==> config.mk <==
export PLATFORM = sky130hd
export DESIGN_NAME = if_fetch
export DESIGN_NICKNAME = d
export VERILOG_FILES = /design/src/rtl/if_fetch_pkg.sv /design/src/rtl/if_buffer.sv /design/src/rtl/if_fetch.sv
export SDC_FILE = /design/constraint.sdc
export NUM_CORES = 1
export LEC_CHECK = 0
export ABC_AREA = 0
export BUFFER_PORTS_ARGS = -buffer_cell sky130_fd_sc_hd__buf_2
export CORE_UTILIZATION = 55
export DETAILED_ROUTE_END_ITERATION = 8
export PLACE_DENSITY_LB_ADDON = 0.3
export REMOVE_ABC_BUFFERS = 1
export SYNTH_ARGS = -nofsm -noshare
export SYNTH_HDL_FRONTEND = slang
export SYNTH_SLANG_ARGS = --single-unit
==> constraint.sdc <==
create_clock -name clk -period 2.2 [get_ports clk]
set_input_delay 0.22 -clock clk [delete_from_list [all_inputs] [get_ports clk]]
set_output_delay 0.22 -clock clk [all_outputs]
set_load 0.02 [all_outputs]
==> src/rtl/if_fetch_pkg.sv <==
// Shared definitions for the instruction-fetch stage.
package if_fetch_pkg;
  localparam int XLEN = 32;
  localparam logic [XLEN-1:0] RESET_PC_DEF = 32'h8000_0000;

  typedef enum logic [1:0] {
    ST_REQ    = 2'd0,
    ST_WAIT   = 2'd1,
    ST_CANCEL = 2'd2
  } fetch_state_e;

  typedef struct packed {
    logic [XLEN-1:0] pc;
    logic [XLEN-1:0] inst;
  } fetch_entry_t;
endpackage

==> src/rtl/if_buffer.sv <==
// Small circular instruction FIFO with occupancy count and single-cycle flush.
module if_buffer #(
  parameter int DEPTH = 2,
  parameter int W     = 64,
  localparam int AW   = $clog2(DEPTH),
  localparam int CW   = AW + 1
) (
  input  logic          clk,
  input  logic          resetn,
  input  logic          push,
  input  logic [W-1:0]  push_data,
  input  logic          pop,
  input  logic          flush,
  output logic [CW-1:0] count,
  output logic [W-1:0]  head
);
  logic [DEPTH-1:0][W-1:0] mem;
  logic [AW-1:0]           rd_ptr, wr_ptr;

  assign head = mem[rd_ptr];

  // Storage, pointers and count; flush wins over push/pop. Pointers wrap naturally.
  always_ff @(posedge clk or negedge resetn) begin
    if (!resetn) begin
      mem    <= '0;
      rd_ptr <= '0;
      wr_ptr <= '0;
      count  <= '0;
    end else if (flush) begin
      rd_ptr <= '0;
      wr_ptr <= '0;
      count  <= '0;
    end else begin
      if (push) begin
        mem[wr_ptr] <= push_data;
        wr_ptr      <= wr_ptr + AW'(1);
      end
      if (pop) rd_ptr <= rd_ptr + AW'(1);
      count <= count + CW'(push) - CW'(pop);
    end
  end
endmodule

==> src/rtl/if_fetch.sv <==
// Instruction-fetch stage: owns the fetch PC, keeps at most one memory request
// in flight, squashes wrong-path responses on redirect and buffers fetched
// instructions for decode.
module if_fetch
  import if_fetch_pkg::*;
#(
  parameter logic [XLEN-1:0] RESET_PC  = RESET_PC_DEF,
  parameter int              BUF_DEPTH = 2
) (
  input  logic            clk,
  input  logic            resetn,
  input  logic            br_e,
  input  logic [XLEN-1:0] br_addr,
  output logic            imem_req,
  output logic [XLEN-1:0] imem_addr,
  input  logic            imem_addr_ok,
  input  logic            imem_data_ok,
  input  logic [XLEN-1:0] imem_rdata,
  output logic            id_valid,
  input  logic            id_ready,
  output logic [XLEN-1:0] id_pc,
  output logic [XLEN-1:0] id_inst
);
  localparam int CW = $clog2(BUF_DEPTH) + 1;

  fetch_state_e    state;
  logic [XLEN-1:0] fetch_pc, req_pc, br_tgt;
  logic [CW-1:0]   buf_cnt;
  logic            accept, push, pop;
  fetch_entry_t    head;

  assign br_tgt    = {br_addr[XLEN-1:2], 2'b00};
  // Issue only with a free slot so the eventual response can always be pushed.
  assign imem_req  = resetn && (state == ST_REQ) && (buf_cnt < CW'(BUF_DEPTH));
  assign imem_addr = fetch_pc;
  assign accept    = imem_req && imem_addr_ok;
  assign push      = (state == ST_WAIT) && imem_data_ok && !br_e;
  assign pop       = id_valid && id_ready && !br_e;
  assign id_valid  = (buf_cnt != '0);
  assign id_pc     = head.pc;
  assign id_inst   = head.inst;

  // Fetch FSM and PC; a redirect overrides everything and taints any accepted request.
  always_ff @(posedge clk or negedge resetn) begin
    if (!resetn) begin
      state    <= ST_REQ;
      fetch_pc <= RESET_PC;
      req_pc   <= '0;
    end else if (br_e) begin
      fetch_pc <= br_tgt;
      unique case (state)
        ST_REQ:    state <= accept ? ST_CANCEL : ST_REQ;
        ST_WAIT:   state <= imem_data_ok ? ST_REQ : ST_CANCEL;
        default:   state <= imem_data_ok ? ST_REQ : ST_CANCEL;
      endcase
    end else begin
      unique case (state)
        ST_REQ: if (accept) begin
          req_pc   <= fetch_pc;
          fetch_pc <= fetch_pc + XLEN'(4);
          state    <= ST_WAIT;
        end
        ST_WAIT:   if (imem_data_ok) state <= ST_REQ;
        default:   if (imem_data_ok) state <= ST_REQ;
      endcase
    end
  end

  if_buffer #(
    .DEPTH (BUF_DEPTH),
    .W     ($bits(fetch_entry_t))
  ) u_buf (
    .clk       (clk),
    .resetn    (resetn),
    .push      (push),
    .push_data ({req_pc, imem_rdata}),
    .pop       (pop),
    .flush     (br_e),
    .count     (buf_cnt),
    .head      (head)
  );
endmodule

# After elaboration in Yosys (flattened, before gate mapping)
# Cells that the tools add are included.
classes:
  muxes: 20
  bitwise: 1
  reduce_logical: 20
  magnitude_cmp: 4
  n_eq_ne: 2
  add_sub_neg: 5
ops:
  columns: ["op", "n"]
  rows:
  - ["2-to-1 mux 64 bit", 3]
  - ["bitwise mux 128 bit", 1]
  - ["2-to-1 mux 32 bit", 3]
  - ["demux 64 bit (select 1 bit)", 1]
  - ["adder 32 x 3 -> 32 bit, second input constant", 1]
  - ["2-to-1 mux 2 bit", 8]
  - ["nonzero test 2 bit", 5]
  - ["logical AND 1 bit", 8]
  - ["AND reduction 2 bit", 3]
  - ["less-than comparator 1 x 2 -> 1 bit, second input constant", 2]
  - ["2-to-1 mux 1 bit", 4]
  - ["inequality test 3 bit, second input constant", 1]
  - ["AND reduction 3 bit", 1]
  - ["nonzero test 3 bit", 1]
  - ["adder 1 bit, second input constant", 2]
  - ["adder 2 x 1 -> 2 bit", 1]
  - ["equality test 2 x 1 -> 1 bit, second input constant", 1]
  - ["logical NOT 2 bit", 1]
  - ["less-than comparator 2 bit, second input constant", 1]
  - ["subtractor 2 x 1 -> 2 bit", 1]
  - [">= comparator 1 bit, second input constant", 1]
  - ["logical NOT 1 bit", 1]
  - ["inverter 1 bit", 1]
totals:
  output_inout_bits: 98
  ff_bits: 198

# Logic depth before layout (Yosys ltp)
# Gate-level depths: netlist of run 1.
logic_depth:
  word_depth: 7
  ltp_mapped: 9
  mapped_depth_nobuf: 8

# Modules after synthesis
# A second synthesis of run 1 with hierarchy kept.
unflattened:
  cells_unflattened: 652
  hier_area_um2: 9118.7
modules_own_cells:
  columns: ["module", "area_each_um2", "n_inst", "seq_area_each_um2", "cells_each"]
  rows:
  - ["if_buffer", 6048.3, 1, 3303.2, 358]
  - ["if_fetch", 3070.4, 1, 1552.7, 294]

# Worst setup path before layout of run 1
# Ideal clock, no wire load.
synth_timing:
  path_type: "reg2reg"
  start: "reg fetch_pc[12], in the netlist imem_addr[12]"
  end: "reg fetch_pc[29], in the netlist imem_addr[29]"
  t_arrival_ns: 2.008
  path_buffers: 1
  setup_ns: 0.082
  setup_slack_ns: 0.110
  stages_incl_launch_ff: 6
  period_less_slack_ns: 2.090
  path_cell_list: "dfrtp_1 -> nand4_2 -> or4_4 -> buf_6 -> or4_1 -> a31oi_1"
synth_via:
  elab_chain_len: 4
synth_rtl:
  columns: ["element", "line", "source"]
  rows:
  - ["from (decl)", "if_fetch.sv:27", "logic [XLEN-1:0] fetch_pc, req_pc, br_tgt;"]
  - ["from (signal assigned)", "if_fetch.sv:50", "fetch_pc <= br_tgt;"]
  - ["from (signal assigned)", "if_fetch.sv:60", "fetch_pc <= fetch_pc + XLEN'(4);"]
  - ["adder 32 x 3 -> 32 bit", "if_fetch.sv:60", null]
  - ["2-to-1 mux 32 bit", "if_fetch.sv:58", "ST_REQ: if (accept) begin"]
  - ["2-to-1 mux 32 bit", "if_fetch.sv:57", "unique case (state)"]
  - ["2-to-1 mux 32 bit", "if_fetch.sv:49", "end else if (br_e) begin"]
# Every way passes these cells. The select of a mux whose other input is x is not followed.
# A chain may end at the register's enable or synchronous reset.

# Worst setup path in the final report of run 1
layout_timing:
  start: "reg u_buf.rd_ptr"
  end: "out id_pc[30]"
layout_via:
  elab_chain_len: 2
layout_rtl:
  columns: ["element", "line", "source"]
  rows:
  - ["from (decl)", "if_buffer.sv:18", "logic [AW-1:0] rd_ptr, wr_ptr;"]
  - ["from (signal assigned)", "if_buffer.sv:38", "if (pop) rd_ptr <= rd_ptr + AW'(1);"]
  - ["2-to-1 mux 64 bit (not written as such) (2 in a row)", "if_buffer.sv:20", "assign head = mem[rd_ptr];"]
  - ["to (decl)", "if_fetch.sv:21", "output logic [XLEN-1:0] id_pc,"]
# Every way passes these cells. The select of a mux whose other input is x is not followed.

==> results.md, run 1 <==
* Vias post-DR at 5777
* Min Tclk post-route at 2110 ps
* Crit path required time at 1980 ps
* Yosys Warn Count at 0
* CTS clk-pin slew, worst paths at approximately 60 ps
* Net count, final at a little under 900
* Synth top area cells: dfrtp_1, mux2_2, or4_1, o31ai_1, clkbuf_1
* Slew @ Worst Pin at around 820 ps
* Skew final at 7.21 ps
* Post-synthesis sequential area ratio at 0.558
* Multiplexer share of the synthesized area at 0.285
* CTS Buf Count at 17
* Netlist cell types at 42
* Fillcell total at 1139
* Clock Latency Late Sink at 430 ps
* Via density at 5.75
* Area share of xor/xnor cells in the synthesized design at 0.0113
* Routed wire per std cell at 18.2 um
* Prevailing post-synth register cell: dfrtp_1
* Critical path launch point type: flop
* Share of total power in combinational logic at 0.266
* Initial antenna violation count at 0
* Final period util at 0.961
* Clock tree buffer depth at 2
* Cell with the most instances after synthesis: mux2_2
* Max cap viols at 0
* Hold Crit Class: input port to flop
* Rel. slew slack at 0.451
* Crit path max fanout at 13
* Synth top area share at 0.555
* FF+latch area at 4760 sq um
* CP Cell Sequence: buf_4 > mux2_2 > buf_2
* Share of cells above drive strength 1 at 0.543
* Routability congestion estimate from global placement at between 0.7 and 0.8
* Die height at 127 um
* # rows at 45
* Clk root buf: clkbuf_16
* Drt pass-1 iters at 4
* Max Slew Vio Count at 0
* Final setup viols at 0
* First-pass GRT wire length at 30000 um
* Post-synth EDFFs at 0
* CP max stage delay at 590 ps
* Post-Synth Adder-Cell Area at 0.00440
* PD cells at 1020 nW/um^2
* Vias in the first global route at between 5000 and 6000
* Worst vdd ir at 0.606 mV
* Cell area after synthesis at 8530 sq um
* Die Span X at 127 um
* Overall Global Routing Usage at 0.241
* Synth Area in Simple Gates at 0.0779
* RSZ-0062 raised after global routing: no
* Setup TNS at 0 ps
* Top Ports at 168
* Area of the multi-input gates at about 3600 sq um
* Part of the power in registers at 0.451
* Initial Utilization at 0.563
* Pre-CTS setup slack at between 100 and 150 ps
* Critical path class: flop to primary output
* Status: complete, no violations
* Switch share at 0.305
* Commonest cells post-synth: mux2_2, dfrtp_1, clkbuf_1
* Crit end category: primary output
* Critical path's slowest cell: dfrtp_2
* Total power draw at 10.4 mW
* Achievable Freq at about 470 MHz
* WP data arrival at 1890 ps
* Routed Antenna Nets at 0
* Final WS setup at 86.8 ps
* Yosys top cell by area: dfrtp_1
* IO Port Bufs at 161
* Pleak at between 4 and 5 nW
* Ant. Diodes at 0
* Synthesis-stage register bit count at 190
* DIE AREA at 16000 sq um
* Post-DP HPWL at 12300 um
* Syn avg cell area at 13.4 sq um
* Layout area overhead at 20.0%
* H-tree levels at 4
* Switching Power at approximately 3.2 mW
* Tightest hold margin at roughly 16 ps
* Core box area at 15100 sq um
* Largest net degree at the start of global routing at 78
* Routed WL at approximately 18000 um
* Largest family of logic cells by synthesized area: multiplexers
* Final hold violations at 0
* Post-synthesis compound-gate area fraction at 0.0396
* Clock power share at 0.282
* TritonCTS clock tree: built
* Final Util at 0.675
* Grt ovf at 0
* Share of flip-flops with an asynchronous set or reset at 1.00
* DR iter-0 viols at 337
* CTS Sinks at between 150 and 200
* DR DRC count at 0
* Cell count after synthesis at between 600 and 700
* Cell Int Power at 7.22 mW
==> layout make-up <==
type                            count  share of cell area
Tap cell                          188              0.0230
Sequential cell                   190               0.465
Timing Repair Buffer              186               0.102
Inverter                            5             0.00183
Clock inverter                      9             0.00832
Clock buffer                       23              0.0467
Multi-Input combinational cell    404               0.353
==> final timing paths <==
path / slack (ps) / depth (start not counted) / start / to
setup / recovery: 90 / 3 / u_buf.rd_ptr / id_pc[30]
hold / removal: 20 / 3 / br_addr[5] / imem_addr[5]
setup reg to reg: 150 / 5 / imem_addr[2] / imem_addr[30]
hold reg to reg: 500 / 1 / u_buf.mem[113] / u_buf.mem[113]
max in group asynchronous: 420 / 4 / resetn / u_buf.mem[73]
min in group asynchronous: 530 / 3 / resetn / u_buf.mem[1]
==> per-stage QoR <==
step	area (sq um)	std cells
after floorplan	8360	599
after global placement	9640	972
after detailed placement	9640	972
after CTS	10200	1005
after global routing	10200	1005
final	10200	1005
==> kinds of logic after synthesis <==
| group | after synthesis |
|---|---|
| AO/OA/AOI/OAI | 51 |
| XOR/XNOR | 11 |
| adder cells (fa/ha/maj) | 3 |
| buffers and inverters | 47 |
| flip-flops | 190 |
| multiplexers | 216 |
| other | 1 |
| AND/OR/NAND/NOR | 119 |
==> critical path, delay by kind of cell (launching register included) <==
kind | cells | cell delay [ps]
muxes | 1 | 380
buffers and inverters | 2 | 490
DFF | 1 | 590
==> per-layer routing <==
| layer | GRT usage | up-vias | routed length, um |
|---|---|---|---|
| met4 | 0.0836 | 0 | 311 |
| met1 | 0.302 | 2902 | 7820 |
| met5 | 0 | - | 0 |
| met2 | 0.409 | 186 | 9010 |
| met3 | 0.0607 | 24 | 1110 |
| li1 | - | 2665 | - |
==> power groups by stage <==
stage / registers [mW] / logic, mW / clock network, mW
2_1_floorplan: 4.68 / 1.85 / 0
3_3_place_gp: 4.67 / 2.71 / 0
3_5_place_dp: 4.76 / 2.78 / 0
4_1_cts: 4.69 / 2.80 / 2.99
5_1_grt: 4.79 / 2.97 / 3.16
6_report: 4.69 / 2.77 / 2.93
==> registers in the layout (all words and copies together), names as in the netlist <==
name	cells
u_buf.mem	124
imem_addr	30
req_pc	30
state	2
u_buf.count	2
u_buf.rd_ptr	1
u_buf.wr_ptr	1
==> repair_timing <==
item                                   4_1_cts  5_1_grt
gates resized for setup                      0        3
endpoints found under the hold margin       47        0
hold buffers                                 1        0
setup buffers                                0        0
setup endpoints to repair                    0       81
==> placed cells by master (no fill, tap or decap), types with 2 or more instances in the layout <==
master and n:
ha_1 3, and4_1 5, conb_1 4, nand3_1 12, dfrtp_1 188, clkbuf_16 17
and3_1 3, and2_1 2, buf_4 20, o21ai_0 10, mux2_2 215, clkbuf_1 3
a31oi_1 16, xor2_1 10, buf_12 3, or4_2 2, or4_1 19, o31ai_1 16
buf_2 160, clkinv_2 4, nand3_2 3, nand2_1 28, nor2b_1 3, clkbuf_8 4
nor2_1 23, o211ai_1 4, inv_1 5, clkinv_4 3, nand4_1 9
Power figures use the tool's default switching activity.
==> inputs of run 2 (changes only) <==
--- a/config.mk
+++ b/config.mk
@@ -10,7 +10,6 @@
 export CORE_UTILIZATION = 55
 export DETAILED_ROUTE_END_ITERATION = 8
 export PLACE_DENSITY_LB_ADDON = 0.3
-export REMOVE_ABC_BUFFERS = 1
 export SYNTH_ARGS = -nofsm -noshare
 export SYNTH_HDL_FRONTEND = slang
 export SYNTH_SLANG_ARGS = --single-unit
==> run 2 against run 1 <==
Against the previous run: power is 2.6% higher; sequential power hardly changed; non-clock buffer count is 4 higher; utilization is 0.48 points higher; first-iteration DRC count is 14% lower; clock-buffer cell count stayed put; clock power is 8.2% higher; clock skew is 0.85 ps higher; sequential cell count stayed put; fmax hardly changed; sequential share of layout area is 0.33 points lower; die area stayed put.
==> results.md, run 2 (synthesis results as in run 1) <==
* Status: complete, no violations
* Crit end category: flop
* Hold EP: imem_addr[3]
* Pleak at roughly 5.0 nW
* Setup Fix Bufs, Post-CTS at 0
* DP Area at 9650 sq um
* IO Port Bufs at 161
* CP max stage delay at 510 ps
* Max Slew Vio Count at 0
* Die height at between 100 and 150 um
* FF-to-FF End: imem_addr[26]
* CP Cell Sequence: nor4b_2 > nand4_1 > buf_4 > or4_1 > a31oi_1
* Final period util at 0.960
* Setup TNS at 0 ps
* Critical path's slowest cell: or4_1
* Max cap viols at 0
* FF-to-FF path depth at 5
* Via density at 5.76
* PD cells at 1040 nW/um^2
* WP data arrival at 2450 ps
* CTS Buf Count at 17
* Largest net degree at the start of global routing at 78
* Clock tree buffer depth at 2
* Post-DP HPWL at 12800 um
* Hold path start: br_addr[3]
* Routability congestion estimate from global placement at 0.849
* Commonest non-fill, non-tap cell in the layout: mux2_2
* H-tree levels at 4
* Clk root buf: clkbuf_16
* Initial antenna violation count at 2
* Slew @ Worst Pin at 784 ps
* Initial Utilization at 0.563
* Worst vdd ir at ~0.63 mV
* TritonCTS clock tree: built
* Skew final at 8.05 ps
* Rel. slew slack at 0.477
* Post-route cell area at 10300 sq um
* Vias post-DR at between 5000 and 6000
* Routed WL at 18500 um
* Clock Latency Late Sink at 430 ps
* DIE AREA at 16000 sq um
* Drt pass-1 iters at 4
* Die Span X at 127 um
* R2r setup slk at 90 ps
* Routed wire per std cell at 18.3 um
* Grt ovf at 0
* Max reg flops at 124
* Critical path class: flop to flop
* Layout area overhead at 20.8%
* Top Ports at 168
* CTS clk-pin slew, worst paths at around 70 ps
* Net count, final at 881
* Fillcell total at roughly 1100
* # rows at 45
* Critical path launch point type: flop
* Core box area at 15100 sq um
* Hold Path Depth at 3
* Routed Antenna Nets at 0
* Crit path max fanout at 23
* Achievable Freq at approximately 470 MHz
* Vias in the first global route at 6059
* RSZ-0062 raised after global routing: no
* DR DRC count at 0
* Overall Global Routing Usage at 0.242
* Largest Register: u_buf.mem
* Final hold violations at 0
* Share of cells above drive strength 1 at 0.544
* CTS Sinks at 190
* Crit path required time at 2540 ps
* Min Tclk post-route at 2110 ps
* First-pass GRT wire length at between 30000 and 40000 um
* Reg2Reg Launch Point: u_buf.count[1]
* Hold Crit Class: input port to flop
* Commonest non-fill, non-tap cells in the layout: mux2_2, dfrtp_1, buf_2, nand2_1, buf_4
* Final setup viols at 0
* DR iter-0 viols at 289
[run 2: area by class of cell]
type	instances	area, sq um	area share
multi-input cells	404	3600	0.349
flip-flops and latches	190	4760	0.462
well taps	188	235	0.0228
clock inverters	9	133	0.0129
clock buffers	23	488	0.0474
repair buffers	190	1070	0.103
inverters	5	18.8	0.00182
diodes	2	5.00	0.000486
[run 2: layer usage]
metal	part of all wire	global-route usage	up-vias
li1	-	-	2667
met1	0.43	0.307	2938
met2	0.49	0.405	189
met3	0.054	0.0527	34
met4	0.022	0.0999	0
met5	0	0	-
[run 2: what timing repair did]
| action | 4_1_cts | 5_1_grt |
|---|---|---|
| setup endpoints to repair | 0 | 61 |
| hold buffers | 2 | 0 |
| endpoints found under the hold margin | 50 | 0 |
| gates resized for setup | 0 | 2 |
[run 2: report_power, final]
part / switching [mW] / internal (mW) / leakage, nW
logic: 1.46 / 1.33 / 2.26
clock network: 1.26 / 1.91 / 0.299
registers: 0.467 / 4.24 / 2.43
total: 3.19 / 7.48 / 4.99
[run 2: critical path: cells and delay by family, from the launching register on]
family | cells | cell delay [ps]
buffers and inverters | 1 | 240
AOI/OAI and AO/OA | 1 | 200
DFF | 1 | 410
and+or+nand+nor | 3 | 1180
[run 2: how the worst max path moves through the flow]
stage / startpoint / cells after the start / end
3_3_place_gp: u_buf.count[1] / 5 / imem_addr[26]
6_report: u_buf.count[1] / 5 / imem_addr[26]
5_1_grt: u_buf.count[1] / 5 / imem_addr[26]
3_5_place_dp: u_buf.count[1] / 4 / imem_addr[23]
4_1_cts: resetn / 4 / u_buf.rd_ptr
2_1_floorplan: imem_addr[12] / 5 / imem_addr[29]
[run 2: per-stage QoR]
stage	std cells	setup slack [ps]	power, mW	utilization	hold WS, ps
finish	1011	88.3	10.7	0.680	14.7
global route	1009	3.92	11.2	0.680	14.6
CTS	1009	103	10.8	0.679	1.42
detailed placement	975	167	7.58	0.637	424
global placement	975	200	7.41	0.637	410
floorplan	641	110	6.55	-	-75.6
